## src/rtl/mem_wb_stage.sv

```systemverilog
`default_nettype none
// ============================================================================
// mem_wb_stage : combined MEM + MEM/WB stage with a req/ack data memory port
//                and a registered writeback triple for the register file.
// Optional     : define MEM_TIMEOUT_EN to abort stalled accesses (sticky err).
// Revision     : 1.0
// ============================================================================
module mem_wb_stage #(
  parameter logic [31:0] ADDR_BASE = 32'd1024,
  parameter int unsigned TIMEOUT   = 255
) (
  input  logic        clk,
  input  logic        rst,
  input  logic        exe_wb_en,
  input  logic        exe_mem_r_en,
  input  logic        exe_mem_w_en,
  input  logic [3:0]  exe_dest,
  input  logic [31:0] alu_result,
  input  logic [31:0] val_rm,
  output logic        mem_req,
  output logic        mem_we,
  output logic [31:0] mem_addr,
  output logic [31:0] mem_wdata,
  input  logic [31:0] mem_rdata,
  input  logic        mem_ack,
  output logic        freeze,
  output logic        wb_en,
  output logic [3:0]  wb_dest,
  output logic [31:0] wb_value,
  output logic        err
);

  typedef enum logic [1:0] {
    S_IDLE = 2'd0,
    S_BUSY = 2'd1,
    S_DONE = 2'd2
  } state_t;

  state_t      state_q, state_d;
  logic        mem_req_q, mem_req_d;
  logic        mem_we_q, mem_we_d;
  logic [31:0] mem_addr_q, mem_addr_d;
  logic [31:0] mem_wdata_q, mem_wdata_d;
  logic        wb_en_q, wb_en_d;
  logic [3:0]  wb_dest_q, wb_dest_d;
  logic [31:0] wb_value_q, wb_value_d;
  logic        hold_wb_en_q, hold_wb_en_d;
  logic [3:0]  hold_dest_q, hold_dest_d;
  logic [31:0] hold_rdata_q, hold_rdata_d;
  logic        w_op;

`ifdef MEM_TIMEOUT_EN
  localparam int unsigned CNT_W = ($clog2(TIMEOUT + 1) > 8) ? $clog2(TIMEOUT + 1) : 8;
  logic [CNT_W-1:0] cnt_q, cnt_d;
  logic             err_q, err_d;
  logic             w_timeout;

  // The Nth BUSY cycle without an ack is the last one allowed.
  assign w_timeout = (cnt_q == CNT_W'(TIMEOUT - 1));
  assign err       = err_q;
`else
  logic w_unused_timeout;
  assign w_unused_timeout = ^TIMEOUT;
  assign err              = 1'b0;
`endif

  assign w_op = exe_mem_r_en | exe_mem_w_en;

  always_comb begin
    state_d      = state_q;
    mem_req_d    = mem_req_q;
    mem_we_d     = mem_we_q;
    mem_addr_d   = mem_addr_q;
    mem_wdata_d  = mem_wdata_q;
    wb_en_d      = wb_en_q;
    wb_dest_d    = wb_dest_q;
    wb_value_d   = wb_value_q;
    hold_wb_en_d = hold_wb_en_q;
    hold_dest_d  = hold_dest_q;
    hold_rdata_d = hold_rdata_q;
`ifdef MEM_TIMEOUT_EN
    cnt_d        = cnt_q;
    err_d        = err_q;
`endif
    case (state_q)
      S_IDLE: begin
        if (w_op) begin
          state_d      = S_BUSY;
          mem_req_d    = 1'b1;
          mem_we_d     = exe_mem_w_en & ~exe_mem_r_en;
          mem_addr_d   = (alu_result - ADDR_BASE) >> 2;
          mem_wdata_d  = val_rm;
          hold_wb_en_d = exe_wb_en;
          hold_dest_d  = exe_dest;
          hold_rdata_d = 32'd0;
          wb_en_d      = 1'b0;
`ifdef MEM_TIMEOUT_EN
          cnt_d        = '0;
`endif
        end else begin
          wb_en_d    = exe_wb_en;
          wb_dest_d  = exe_dest;
          wb_value_d = alu_result;
        end
      end
      S_BUSY: begin
        wb_en_d = 1'b0;
        if (mem_ack) begin
          if (!mem_we_q) begin
            hold_rdata_d = mem_rdata;
          end
          mem_req_d = 1'b0;
          state_d   = S_DONE;
        end
`ifdef MEM_TIMEOUT_EN
        else if (w_timeout) begin
          mem_req_d    = 1'b0;
          state_d      = S_DONE;
          hold_wb_en_d = 1'b0;
          err_d        = 1'b1;
        end else begin
          cnt_d = cnt_q + CNT_W'(1);
        end
`endif
      end
      S_DONE: begin
        // The instruction retires here; the next one is examined back in IDLE.
        wb_en_d    = hold_wb_en_q & ~mem_we_q;
        wb_dest_d  = hold_dest_q;
        wb_value_d = mem_we_q ? 32'd0 : hold_rdata_q;
        state_d    = S_IDLE;
      end
      default: begin
        state_d = S_IDLE;
      end
    endcase
  end

  always_ff @(posedge clk or negedge rst) begin
    if (!rst) begin
      state_q      <= S_IDLE;
      mem_req_q    <= 1'b0;
      mem_we_q     <= 1'b0;
      mem_addr_q   <= 32'd0;
      mem_wdata_q  <= 32'd0;
      wb_en_q      <= 1'b0;
      wb_dest_q    <= 4'd0;
      wb_value_q   <= 32'd0;
      hold_wb_en_q <= 1'b0;
      hold_dest_q  <= 4'd0;
      hold_rdata_q <= 32'd0;
`ifdef MEM_TIMEOUT_EN
      cnt_q        <= '0;
      err_q        <= 1'b0;
`endif
    end else begin
      state_q      <= state_d;
      mem_req_q    <= mem_req_d;
      mem_we_q     <= mem_we_d;
      mem_addr_q   <= mem_addr_d;
      mem_wdata_q  <= mem_wdata_d;
      wb_en_q      <= wb_en_d;
      wb_dest_q    <= wb_dest_d;
      wb_value_q   <= wb_value_d;
      hold_wb_en_q <= hold_wb_en_d;
      hold_dest_q  <= hold_dest_d;
      hold_rdata_q <= hold_rdata_d;
`ifdef MEM_TIMEOUT_EN
      cnt_q        <= cnt_d;
      err_q        <= err_d;
`endif
    end
  end

  // Gated by reset so a reset mid-access releases the upstream pipeline at once.
  assign freeze    = rst & (((state_q == S_IDLE) & w_op) | (state_q == S_BUSY));
  assign mem_req   = mem_req_q;
  assign mem_we    = mem_we_q;
  assign mem_addr  = mem_addr_q;
  assign mem_wdata = mem_wdata_q;
  assign wb_en     = wb_en_q;
  assign wb_dest   = wb_dest_q;
  assign wb_value  = wb_value_q;

endmodule
`default_nettype wire

```

## config.mk

```make
export PLATFORM = sky130hd
export DESIGN_NAME = mem_wb_stage
export DESIGN_NICKNAME = d
export VERILOG_FILES = /design/src/rtl/mem_wb_stage.sv
export SDC_FILE = /design/constraint.sdc
export NUM_CORES = 1
export LEC_CHECK = 0
export CORE_MARGIN = 4
export CORE_UTILIZATION = 35
export DETAILED_ROUTE_END_ITERATION = 6
export HOLD_SLACK_MARGIN = 0.05
export PLACE_DENSITY = 0.67
export SYNTH_ARGS = -nofsm -noshare
export SYNTH_HDL_FRONTEND = slang
export SYNTH_SLANG_ARGS = --single-unit
export TNS_END_PERCENT = 5
```

## constraint.sdc

```tcl
create_clock -name clk -period 2 [get_ports clk]
set_input_delay 0.4 -clock clk [delete_from_list [all_inputs] [get_ports clk]]
set_output_delay 0.4 -clock clk [all_outputs]
set_load 0.1 [all_outputs]
```

==> results of run 1 <==
[final cells by class]
cell class	count	share of cell area
repair buffers	265	0.2578
clock inverters	14	0.01621
flip-flops and latches	140	0.3879
inverters	8	0.003325
clock buffers	18	0.04863
multi-input cells	409	0.2556
well taps	220	0.03048
[worst max-delay path, cell delays in order]
cell             delay [ns]
clkdlybuf4s50_1        0.43
or4_4                  0.57
or4_4                  0.43
or3_1                  0.31
a31oi_1                0.17
[through the flow]
stage / instances / hold WS (ns) / instance area, um2 / setup WS (ns) / utilization
floorplan: 602 / 0.1044 / 5953 / -0.01739 / -
global placement: 1039 / 0.4565 / 8379 / -0.3485 / 0.5053
detailed placement: 1039 / 0.4642 / 8379 / -0.4511 / 0.5053
CTS: 1074 / 0.1706 / 9016 / -0.01249 / 0.5437
global route: 1074 / 0.1970 / 9031 / -0.02019 / 0.5446
finish: 1074 / 0.06535 / 9031 / 0.01360 / 0.5446
[synth_stat cells, types with 4 or more instances]
master and count:
a22o_1 32, or4_1 4, dfrtp_1 140, a22oi_1 32
nor2_1 50, mux2i_1 5, inv_1 7, nand3_1 7
a21oi_1 42, ha_1 5, nand2_1 155, nor4_1 5
a31oi_1 6, o21ai_0 16, xnor2_1 7, clkbuf_1 39
[sequential cells by signal (all words and copies together) (netlist names)]
register      count
state_q           2
hold_dest_q       4
hold_wb_en_q      1
mem_wdata        32
mem_we            1
wb_en             1
mem_req           1
wb_dest           4
mem_addr         30
hold_rdata_q     32
wb_value         32
[how the worst max path moves through the flow]
| stage | depth (start not counted) | end |
|---|---|---|
| floorplan | 8 | hold_rdata_q[10] |
| global placement | 5 | mem_addr[28] |
| detailed placement | 5 | mem_addr[28] |
| CTS | 6 | freeze |
| global route | 5 | mem_addr[28] |
| finish | 5 | mem_addr[28] |
[logic make-up after synthesis]
group	count (synthesis)
xor+xnor	10
fa+ha+maj	5
compound gates	142
other cells	1
flops	140
simple gates	243
buf+inv	53
mux	6
[timing repair]
| action | in CTS | in global routing |
|---|---|---|
| pin swaps | 1 | 4 |
| gates resized for setup | 8 | 3 |
| buffers inserted | 3 | 1 |
| endpoints found under the setup margin | 2 | 9 |
[per-layer routing]
| layer | up-vias | global-route usage |
|---|---|---|
| li1 | 2536 | - |
| met1 | 2564 | 0.2456 |
| met2 | 185 | 0.3052 |
| met3 | 15 | 0.06733 |
| met4 | 0 | 0.05460 |
| met5 | - | 0 |
==> impl_metrics.py, run 1 <==
metrics = {
    "status": {
        "outcome": "complete, no violations",
    },
    "detailed_routing": {
        "drt-initial-drc-count": 285,
        "routed-wl-met2_um": 8532,
        "via_per_inst": 4.935,
        "dr.pass1.iters": 5,
        "wl_met3_um": 1345,
        "wl_met1_um": 7929,
        "finalWirelength_um": 18090,
        "highest_layer": "met4",
        "route.vias.total": 5300,
        "wl_per_cell_um": 16.85,
        "ant_nets": 0,
        "drcViolationCount": 0,
    },
    "layout": {
        "regArea_um2": 3503,
        "drive_above_1_share": 0.2459,
        "mostFrequentLayoutCell": "nand2_1",
        "area_delta_synth_final_pct": 52.21,
        "diodes": 0,
        "final_cell_mix": "nand2_1, buf_4, dfrtp_1",
        "nNetsFinal": 952,
        "fillers": 1468,
        "multiInputGateArea_um2": 2308,
    },
    "worst_setup_path": {
        "r2r_start": "state_q[0]",
        "worstSetupStartpointType": "input port",
        "crit_type": "in -> reg",
        "reg2reg_setup_slack_ns": 0.12,
        "end_kind": "flop",
        "critical_path.max_fanout": 2,
        "timing.rr.end": "wb_value[11]",
        "arrival_ns": 2.31,
        "reg2reg_depth": 5,
        "required_ns": 2.32,
        "crit_path_start": "alu_result[26]",
    },
    "sta": {
        "finalCriticalPeriod_ns": 1.986,
        "finalMaxSlewViolations": 0,
        "tns_ns": 0,
        "grt_setup_unrepaired": "true",
        "slew_headroom": 0.3976,
        "finalCritPeriodShare": 0.9932,
        "finalSetupViolCount": 0,
        "final_hold_viol_count": 0,
        "worstMarginPinSlew_ns": 0.9017,
        "max_freq_ghz": 0.5034,
        "skew_ns": 0.005794,
    },
    "synthesis": {
        "synth_xor_area_frac": 0.01476,
        "synthAdderAreaFrac": 0.01054,
        "async_flop_share": 1.000,
        "yosys.area.top_type_share": 0.5905,
        "synth_area_leaders": "dfrtp_1, nand2_1, a22o_1",
        "synth_top_family_by_area": "simple AND/OR/NAND/NOR gates",
        "synthCells": 600,
        "yosys.area_share.simple": 0.1774,
        "ys_seq_area_frac": 0.5905,
        "ys_warn_count": 0,
        "muxShareOfSynthArea": 0.01033,
        "synth_edf_count": 0,
        "synthFlopType": "dfrtp_1",
        "synth-compound-area-share": 0.1603,
        "mappedNetlistArea_um2": 5933,
        "synth_cell_types": 45,
        "synth_top_area_cell": "dfrtp_1",
        "avgSynthCellArea_um2": 9.889,
        "ys_ff_latch": 140,
    },
    "placement": {
        "port_buffers": 207,
        "gp_congestion": 0.8271,
        "dp.final_hpwl_um": 13040,
    },
    "floorplanning": {
        "initial_core_util": 0.3578,
        "die_w_um": 138.2,
        "coreArea_um2": 16580,
        "io_pins": 211,
        "num_rows": 47,
        "die_area_um2": 19100,
        "die_height_um": 138.2,
    },
    "grt": {
        "antenna_found_initial": 0,
        "grt_max_degree": 141,
        "grt_pass1_vias": 5668,
        "grt-ovfl-total": 0,
        "track_usage": 0.1904,
        "grt_pass1_wl_um": 29730,
    },
    "min_path": {
        "min-delay-path-class": "in -> async",
    },
    "cts": {
        "cts_tree": "done",
        "clkTransAtPathRegs_ns": 0.06,
        "cts_max_level": 4,
        "clk_latency_ns": 0.41,
        "cts_buffers": 17,
        "cts_sinks": 140,
        "root_buffer": "clkbuf_16",
        "cts_buffer_depth": 2,
        "cts_hold_buffers": 0,
    },
    "flow_run": {
        "maxCapViolations": 0,
    },
}
Power of run 1 is not shown: default switching activity piles up to over one toggle a cycle in this logic, so the estimate is an artifact.
==> inputs of run 2 (changes only) <==
--- a/config.mk
+++ b/config.mk
@@ -10,6 +10,7 @@
 export DETAILED_ROUTE_END_ITERATION = 6
 export HOLD_SLACK_MARGIN = 0.05
 export PLACE_DENSITY = 0.67
+export SETUP_SLACK_MARGIN = 0.4
 export SYNTH_ARGS = -nofsm -noshare
 export SYNTH_HDL_FRONTEND = slang
 export SYNTH_SLANG_ARGS = --single-unit
==> run 2 against run 1 <==
Compared with the run above:
- the run now ends with setup timing left
- maximum frequency down 1.0%
- global-route usage is 0.77 points higher
- core utilization up 5.1 points
- die area unchanged
- sequential cell count did not move
- worst setup slack worse by 0.021 ns
- non-clock buffer count increased by 14
- cell count increased by 1.4%
==> impl_metrics.py, run 2 (synthesis gave the netlist of run 1 again) <==
metrics = {
    "sta": {
        "setup_ws_ns": -0.007368,
        "max_freq_ghz": 0.4982,
        "final_hold_viol_count": 0,
        "grt_setup_unrepaired": "true",
        "finalSetupViolCount": 1,
        "finalMaxSlewViolations": 0,
        "finalCritPeriodShare": 1.004,
        "worstMarginPinSlew_ns": 0.7442,
        "finalCriticalPeriod_ns": 2.007,
        "skew_ns": 0.009299,
        "slew_headroom": 0.5039,
        "whs_ns": 0.1322,
    },
    "layout": {
        "nNetsFinal": 966,
        "mostFrequentLayoutCell": "nand2_1",
        "area_delta_synth_final_pct": 66.34,
        "final_cell_mix": "nand2_1, buf_4, dfrtp_1",
        "fin_cells": 1089,
        "multiInputGateArea_um2": 2814,
        "drive_above_1_share": 0.3687,
        "regArea_um2": 3503,
        "fillers": 1387,
    },
    "cts": {
        "cts_max_level": 4,
        "cts_buffer_depth": 2,
        "root_buffer": "clkbuf_16",
        "cts_buffers": 17,
        "clk_latency_ns": 0.42,
        "clkTransAtPathRegs_ns": 0.06,
        "cts_tree": "done",
        "cts_sinks": 140,
    },
    "grt": {
        "track_usage": 0.1981,
        "grt_pass1_wl_um": 30530,
        "grt_max_degree": 141,
        "grt_pass1_vias": 5706,
        "antenna_found_initial": 1,
        "grt-ovfl-total": 0,
    },
    "placement": {
        "port_buffers": 207,
        "gp_congestion": 0.8512,
        "dp.final_hpwl_um": 13250,
        "placed_cells": 1041,
    },
    "min_path": {
        "min-delay-path-class": "in -> async",
    },
    "detailed_routing": {
        "ant_nets": 0,
        "drt-initial-drc-count": 291,
        "drcViolationCount": 0,
        "finalWirelength_um": 19640,
        "wl_per_cell_um": 18.03,
        "via_per_inst": 5.062,
        "dr.pass1.iters": 5,
        "route.vias.total": 5513,
    },
    "worst_setup_path": {
        "worstSetupStartpointType": "flop",
        "reg2reg_setup_slack_ns": 0.16,
        "critical_path.max_fanout": 2,
        "required_ns": 1.60,
        "arrival_ns": 1.61,
        "crit_type": "reg -> out",
        "end_kind": "primary output",
    },
    "floorplanning": {
        "die_height_um": 138.2,
        "num_rows": 47,
        "coreArea_um2": 16580,
        "io_pins": 211,
        "initial_core_util": 0.3578,
        "die_w_um": 138.2,
        "die_area_um2": 19100,
    },
    "flow_run": {
        "maxCapViolations": 0,
    },
    "status": {
        "outcome": "complete, but fails checks",
        "failed_checks": "setup timing",
    },
}
==> run 2: cell types whose count changed in the layout (fill, tap and decap cells not counted), moves of 4 or more <==
| cell | delta |
|---|---|
| nor2_1 | -37 |
| buf_12 | +6 |
| dlygate4sd2_1 | +6 |
| clkinvlp_4 | -4 |
| clkbuf_2 | +5 |
| buf_6 | +13 |
| a21oi_1 | -37 |
| buf_4 | -8 |
| nor2_4 | +36 |
| clkdlybuf4s50_1 | -16 |
| a21oi_2 | +37 |
==> run 2: worst paths after layout <==
check,startpoint,endpoint,cells past startpoint
worst max-delay path,state_q[0],freeze,6
max in group asynchronous,rst,hold_rdata_q[4],2
worst max register to register,state_q[1],wb_value[16],9
worst min-delay path,rst,hold_rdata_q[28],2
min in group clk,alu_result[10],mem_addr[8],3
worst min register to register,mem_addr[3],mem_addr[3],2
==> run 2: metal layers <==
layer,vias to the layer above,global-route usage,share of wire
li1,2576,-,-
met1,2702,0.2483,0.42
met2,205,0.3217,0.49
met3,30,0.05698,0.059
met4,0,0.08476,0.025
met5,-,0,0
==> run 2: through the flow <==
step                       TNS [ns]  instance area (um2)  utilization  setup WS [ns]
after floorplan                   0                 6013            -        0.02508
after global placement       -3.768                 8453       0.5097        -0.3236
after detailed placement     -5.549                 8453       0.5097        -0.3760
after CTS                 -0.004769                 9578       0.5776      -0.004769
after global routing       -0.05957                 9869       0.5951       -0.05957
final                     -0.007368                 9869       0.5951      -0.007368
==> run 2: final cells by class <==
class / instances / area share
Inverter: 8 / 0.003043
Tap cell: 220 / 0.02789
Clock buffer: 19 / 0.04488
Sequential cell: 140 / 0.3550
Timing Repair Buffer: 279 / 0.2647
Clock inverter: 13 / 0.01914
Antenna cell: 1 / 0.0002535
Multi-Input combinational cell: 409 / 0.2851
==> run 2: critical path: stages, from the launching register on <==
cell     delay, ns
dfrtp_1       0.37
inv_2         0.07
ha_4          0.16
buf_6         0.11
o21a_4        0.11
o21a_4        0.21
buf_12        0.16
==> run 2: repair_timing <==
item	4_1_cts	5_1_grt
pin swaps	87	86
hold buffers	0	0
endpoints found under the setup margin	109	98
cloned	0	4
setup buffers	9	2
resized for setup	143	55
Power of run 2 is left out for the same reason.
